==> src/rtl/sid_bus_ctrl.sv <==
// sid_bus_ctrl: buffers SPI register writes and replays them on the SID bus, one per phi2 period
module sid_bus_ctrl #(
  parameter int PHI2_DIV    = 100,
  parameter int RST_PERIODS = 16,
  parameter int FIFO_AW     = 2
) (
  input  logic       clk,
  input  logic       rst,
  input  logic       wr_stb,
  input  logic [4:0] wr_addr,
  input  logic [7:0] wr_data,
  output logic       overflow,
  output logic       busy,
  output logic       phi2,
  output logic       sid_rst_n,
  output logic       sid_cs_n,
  output logic       sid_rw,
  output logic [4:0] sid_addr,
  output logic [7:0] sid_data,
  output logic       sid_data_oe
);
  localparam int H     = PHI2_DIV / 2;
  localparam int CW    = $clog2(PHI2_DIV);
  localparam int RW    = $clog2(RST_PERIODS + 1);
  localparam int DEPTH = 1 << FIFO_AW;
  typedef enum logic [1:0] {SID_RST, IDLE, WRITE} state_t;
  state_t state, state_nx;
  logic [CW-1:0] cnt, cnt_nx;
  logic [RW-1:0] rcnt;
  logic [12:0] mem [DEPTH];
  logic [FIFO_AW-1:0] wp, rp;
  logic [FIFO_AW:0] count, count_nx;
  logic last, pop, push;
  // phase wrap, FIFO handshake and next state; the issue point is the cnt==0 cycle
  always_comb begin
    last     = cnt == CW'(PHI2_DIV - 1);
    cnt_nx   = last ? '0 : cnt + CW'(1);
    pop      = state != SID_RST && cnt == '0 && count != '0;
    push     = wr_stb && (count != (FIFO_AW+1)'(DEPTH) || pop);
    count_nx = count + (FIFO_AW+1)'(push) - (FIFO_AW+1)'(pop);
    state_nx = state == SID_RST ? ((last && rcnt == RW'(RST_PERIODS - 1)) ? IDLE : SID_RST) :
               cnt == '0        ? (pop ? WRITE : IDLE) : state;
  end
  // FIFO storage; not reset since the pointers define validity
  always_ff @(posedge clk)
    if (push) mem[wp] <= {wr_addr, wr_data};
  // phase counter, sequencer, FIFO pointers and registered bus outputs
  always_ff @(posedge clk) begin
    if (rst) begin
      cnt         <= '0;
      rcnt        <= '0;
      state       <= SID_RST;
      wp          <= '0;
      rp          <= '0;
      count       <= '0;
      overflow    <= 1'b0;
      busy        <= 1'b0;
      phi2        <= 1'b0;
      sid_rst_n   <= 1'b0;
      sid_cs_n    <= 1'b1;
      sid_rw      <= 1'b1;
      sid_addr    <= '0;
      sid_data    <= '0;
      sid_data_oe <= 1'b0;
    end else begin
      cnt       <= cnt_nx;
      phi2      <= cnt_nx >= CW'(H);
      state     <= state_nx;
      count     <= count_nx;
      busy      <= count_nx != '0 || state_nx == WRITE;
      sid_rst_n <= state_nx != SID_RST;
      if (state == SID_RST && last) rcnt <= rcnt + RW'(1);
      if (push) wp <= wp + FIFO_AW'(1);
      if (pop) rp <= rp + FIFO_AW'(1);
      if (wr_stb && !push) overflow <= 1'b1;
      if (state != SID_RST && cnt == '0) begin
        sid_rw      <= !pop;
        sid_data_oe <= pop;
        if (pop) {sid_addr, sid_data} <= mem[rp];
      end
      if (state == WRITE && cnt == CW'(1)) sid_cs_n <= 1'b0;
      else if (last) sid_cs_n <= 1'b1;
    end
  end
endmodule

==> config.mk <==
export PLATFORM = sky130hd
export DESIGN_NAME = sid_bus_ctrl
export DESIGN_NICKNAME = d
export VERILOG_FILES = /design/src/rtl/sid_bus_ctrl.sv
export SDC_FILE = /design/constraint.sdc
export NUM_CORES = 1
export LEC_CHECK = 0
export BUFFER_PORTS_ARGS = -buffer_cell sky130_fd_sc_hd__buf_2
export CAP_MARGIN = 10
export CORE_MARGIN = 2
export CORE_UTILIZATION = 40
export CTS_CLUSTER_SIZE = 8
export DETAILED_ROUTE_END_ITERATION = 8
export PLACE_DENSITY = 0.64
export SLEW_MARGIN = 20
export SYNTH_ARGS = -nofsm -noshare
export SYNTH_HDL_FRONTEND = slang
export SYNTH_SLANG_ARGS = --single-unit
export TNS_END_PERCENT = 10
==> constraint.sdc <==
create_clock -name clk -period 4 [get_ports clk]
set_input_delay 0.2 -clock clk [delete_from_list [all_inputs] [get_ports clk]]
set_output_delay 0.2 -clock clk [all_outputs]
set_load 0.02 [all_outputs]
==> metrics <==
Clk pin slew, worst setup/hold paths=0.10 ns; worst path cell trace=inv_1 -> ha_1 -> or3b_1 -> or3_1 -> a31oi_4 -> inv_1 -> ha_1 -> inv_1 -> ha_1 -> fa_1 -> xnor2_1 -> xnor2_1 -> nor2_1 -> a2111o_1; Seq/Total Area, Yosys=63.7%; Post-synth EDFFs=52; sw power=0.000496 W; vias in the first global route=2155; largest net degree at the start of global routing=39; Switching Share=26.1%; die area=0.0101 mm²; first-pass GRT wire length=10900 µm; Synthesis Warnings=0; hold depth=1; hold wc startpoint=wr_addr[4]; synthesis-to-layout area growth=12.0%; Cell Area, Placed=0.00400 mm²; Reg2Reg Depth=14; cell taking the most area after synthesis=edfxtp_1; Iter 0 DRT Violations=118; data arrival time at the worst-slack endpoint=3.85 ns; Setup TNS=0 ns; main combinational cell family by area after synthesis=simple AND/OR/NAND/NOR gates; Detailed Routing Iterations Pass 1=4; combinational power share=9.7%; CP max stage delay=0.42 ns; clock buffer depth=2; I/O pins=36; CTS Sinks=93; initial core utilization=40.8%; Pint=0.00141 W; Synth Register Bits=93; TritonCTS clock tree=done; relative slew slack=50.3%; Synth Area in Simple Gates=11.5%; via count=2169; routed len/inst=15.6 µm; GR Overflow Total=0; ANT nets after route=0; Root Buffer=clkbuf_8; cts hold-fix bufs=0; adder-cell share of the synthesized area=4.55%; Final nets=342; kind of critical path=flip-flop to flip-flop; MaxCap Viol Count=0; design area=0.00419 mm²; Synth Cell Area=0.00374 mm²; post-synthesis mux area share=8.40%; fmax=277 MHz; layout cells sized above 1=22.6%; area share of the largest cell type after synthesis=41.8%; Crit. End Element=flip-flop; initial antenna violation count=0; VDD IR max=230 µV; chip width=101 µm; Worst Hold End=mem[3][12]$_DFFE_PP_; FF-to-FF setup slack=0.39 ns; setup bufs post-CTS=0; input/output buffers=35; XOR/XNOR share of the synthesized area=2.11%; total core area=0.00915 mm²; crit-path max FO=8; Tot GR Track Use=14.5%; minimum clock period=3.61 ns; Worst Setup Start Kind=flip-flop; Antenna diodes=0; syn_nets=308; largest cells by area after synthesis=edfxtp_1 42%, dfxtp_1 22%, mux4_2 7.8%; Clk Latency, worst-skew pair=0.36 ns; Final WS setup=0.387 ns; Reg power frac=58.9%; # H-tree levels=3; dpl hpwl=4330 µm; Avg Cell Area, Syn=13.4 µm²; final std cells w/o fill=429; RSZ-0062 raised after global routing=no; asr flop ratio synth=0%; DP Worst Slack=0.397 ns; unique cell type count in the Yosys netlist=48; Synth Instances=279; status=complete, no violations; P per Cell Area=454 mW/mm²; Tcrit/Tclk final=90.3%; final WL=6680 µm; final setup fails=0; routed vias/inst=5.06; compound-gate portion of the synthesized area=6.59%; row cnt=35; reg2reg end=busy$_SDFF_PP0_; gp weighted congestion=0.758; residual DRC count=0; worst min path class=input port to flip-flop; slowest CP cell=or3_1; DIE HEIGHT=101 µm; leakage=1.50 nW; Slew @ Worst Pin=0.746 ns; clk_skew=0.0105 ns; CTS Buf Count=9; # resized after CTS=0; placed cells=413; Max Slew Vio Count=0; final hold vios=0; Clock Power Share=31.4%; reg2reg start=cnt[0]$_SDFF_PP0_; WP data required=4.24 ns; Synth Flop Type=edfxtp_1
[layer usage]
metal  track usage [%]  wire length (µm)  part of all wire [%]  vias to the layer above
li1                  -                 -                     -                     1079
met1              20.1              3170                    47                     1035
met2              21.9              3110                    46                       47
met3              2.91               304                   4.6                        8
met4              6.64               105                   1.6                        0
met5                 0                 0                     0                        -
[state kept, by name, indices dropped and copies added (netlist names)]
signal       flops
mem             52
sid_addr         5
sid_data_oe      1
sid_rw           1
sid_data         8
busy             1
rcnt             5
wp               2
state            2
sid_rst_n        1
count            3
sid_cs_n         1
phi2             1
cnt              7
overflow         1
rp               2
[how the worst max path moves through the flow]
stage | from | end | slack (ns)
finish | cnt[0]$_SDFF_PP0_ | busy$_SDFF_PP0_ | 0.39
global route | cnt[0]$_SDFF_PP0_ | busy$_SDFF_PP0_ | 0.16
CTS | cnt[0]$_SDFF_PP0_ | busy$_SDFF_PP0_ | 0.36
detailed placement | cnt[0]$_SDFF_PP0_ | busy$_SDFF_PP0_ | 0.40
global placement | cnt[0]$_SDFF_PP0_ | busy$_SDFF_PP0_ | 0.51
floorplan | cnt[0]$_SDFF_PP0_ | busy$_SDFF_PP0_ | 0.67
[cell families (layout without fill, tap and decap cells)]
kind of cell               Yosys count  after routing
and+or+nand+nor                     86             86
DFF                                 93             93
xor gates and xnor gates             9              9
muxes                               15             15
adders and majority gates           13             13
AOI/OAI and AO/OA                   37             37
buffers and inverters               26             65
[worst max-delay path: cells and delay by family (launching register included)]
kind,cells,cell delay [ns]
simple gates,3,0.87
compound gates,2,0.71
xor+xnor,2,0.33
fa+ha+maj,4,1.02
buf+inv,3,0.19
flops,1,0.39
[cell usage in the layout (no fill, tap or decap), drive strengths merged, types with 2 or more instances in the layout]
cell    synthesis  routed
buf             5      37
xnor2           5       5
clkbuf          9       9
mux4           13      13
nor3            3       3
clkinv          0       2
o21ai           3       3
and2            4       4
xor2            4       4
edfxtp         52      52
a21oi          19      19
a41oi           2       2
inv            12      16
and3            4       4
nand3           6       6
a211oi          2       2
nand2          29      29
or3             4       4
nor2           17      17
ha             12      12
a31oi           3       3
nand2b          2       2
nand4           4       4
dfxtp          41      41
nor2b           5       5
[synth_stat cells (4+ instances only)]
library cell	instances
a21oi_1	19
and2_1	4
and3_1	4
clkbuf_1	9
dfxtp_1	41
edfxtp_1	52
ha_1	12
inv_1	11
mux4_2	13
nand2_1	29
nand3_1	6
nand4_1	4
nor2_1	17
nor2b_1	5
xnor2_1	5
xor2_1	4
[power by group through the flow]
stage	logic (W)	registers [W]	clock network, W
2_1_floorplan	0.000129	0.00114	0
3_3_place_gp	0.000185	0.00114	0
3_5_place_dp	0.000188	0.00114	0
4_1_cts	0.000189	0.00112	0.000615
5_1_grt	0.000209	0.00113	0.000656
6_report	0.000185	0.00112	0.000596
[metrics by stage]
step / hold WS, ns / total power [W] / util, %
after CTS: 0.0330 / 0.00193 / 45.7
after global placement: 0.416 / 0.00133 / 43.7
final: 0.0477 / 0.00190 / 45.8
after detailed placement: 0.421 / 0.00133 / 43.7
after floorplan: 0.290 / 0.00127 / -
after global routing: 0.0421 / 0.00199 / 45.8
[final cells by class]
cell class,instances,area [µm²]
multi-input cells,160,1240
flip-flops and latches,93,2380
repair buffers,37,190
clock inverters,7,65.1
clock buffers,9,124
well taps,111,139
fillers,805,4960
inverters,12,45.0
(Power assumes the default switching activity.)
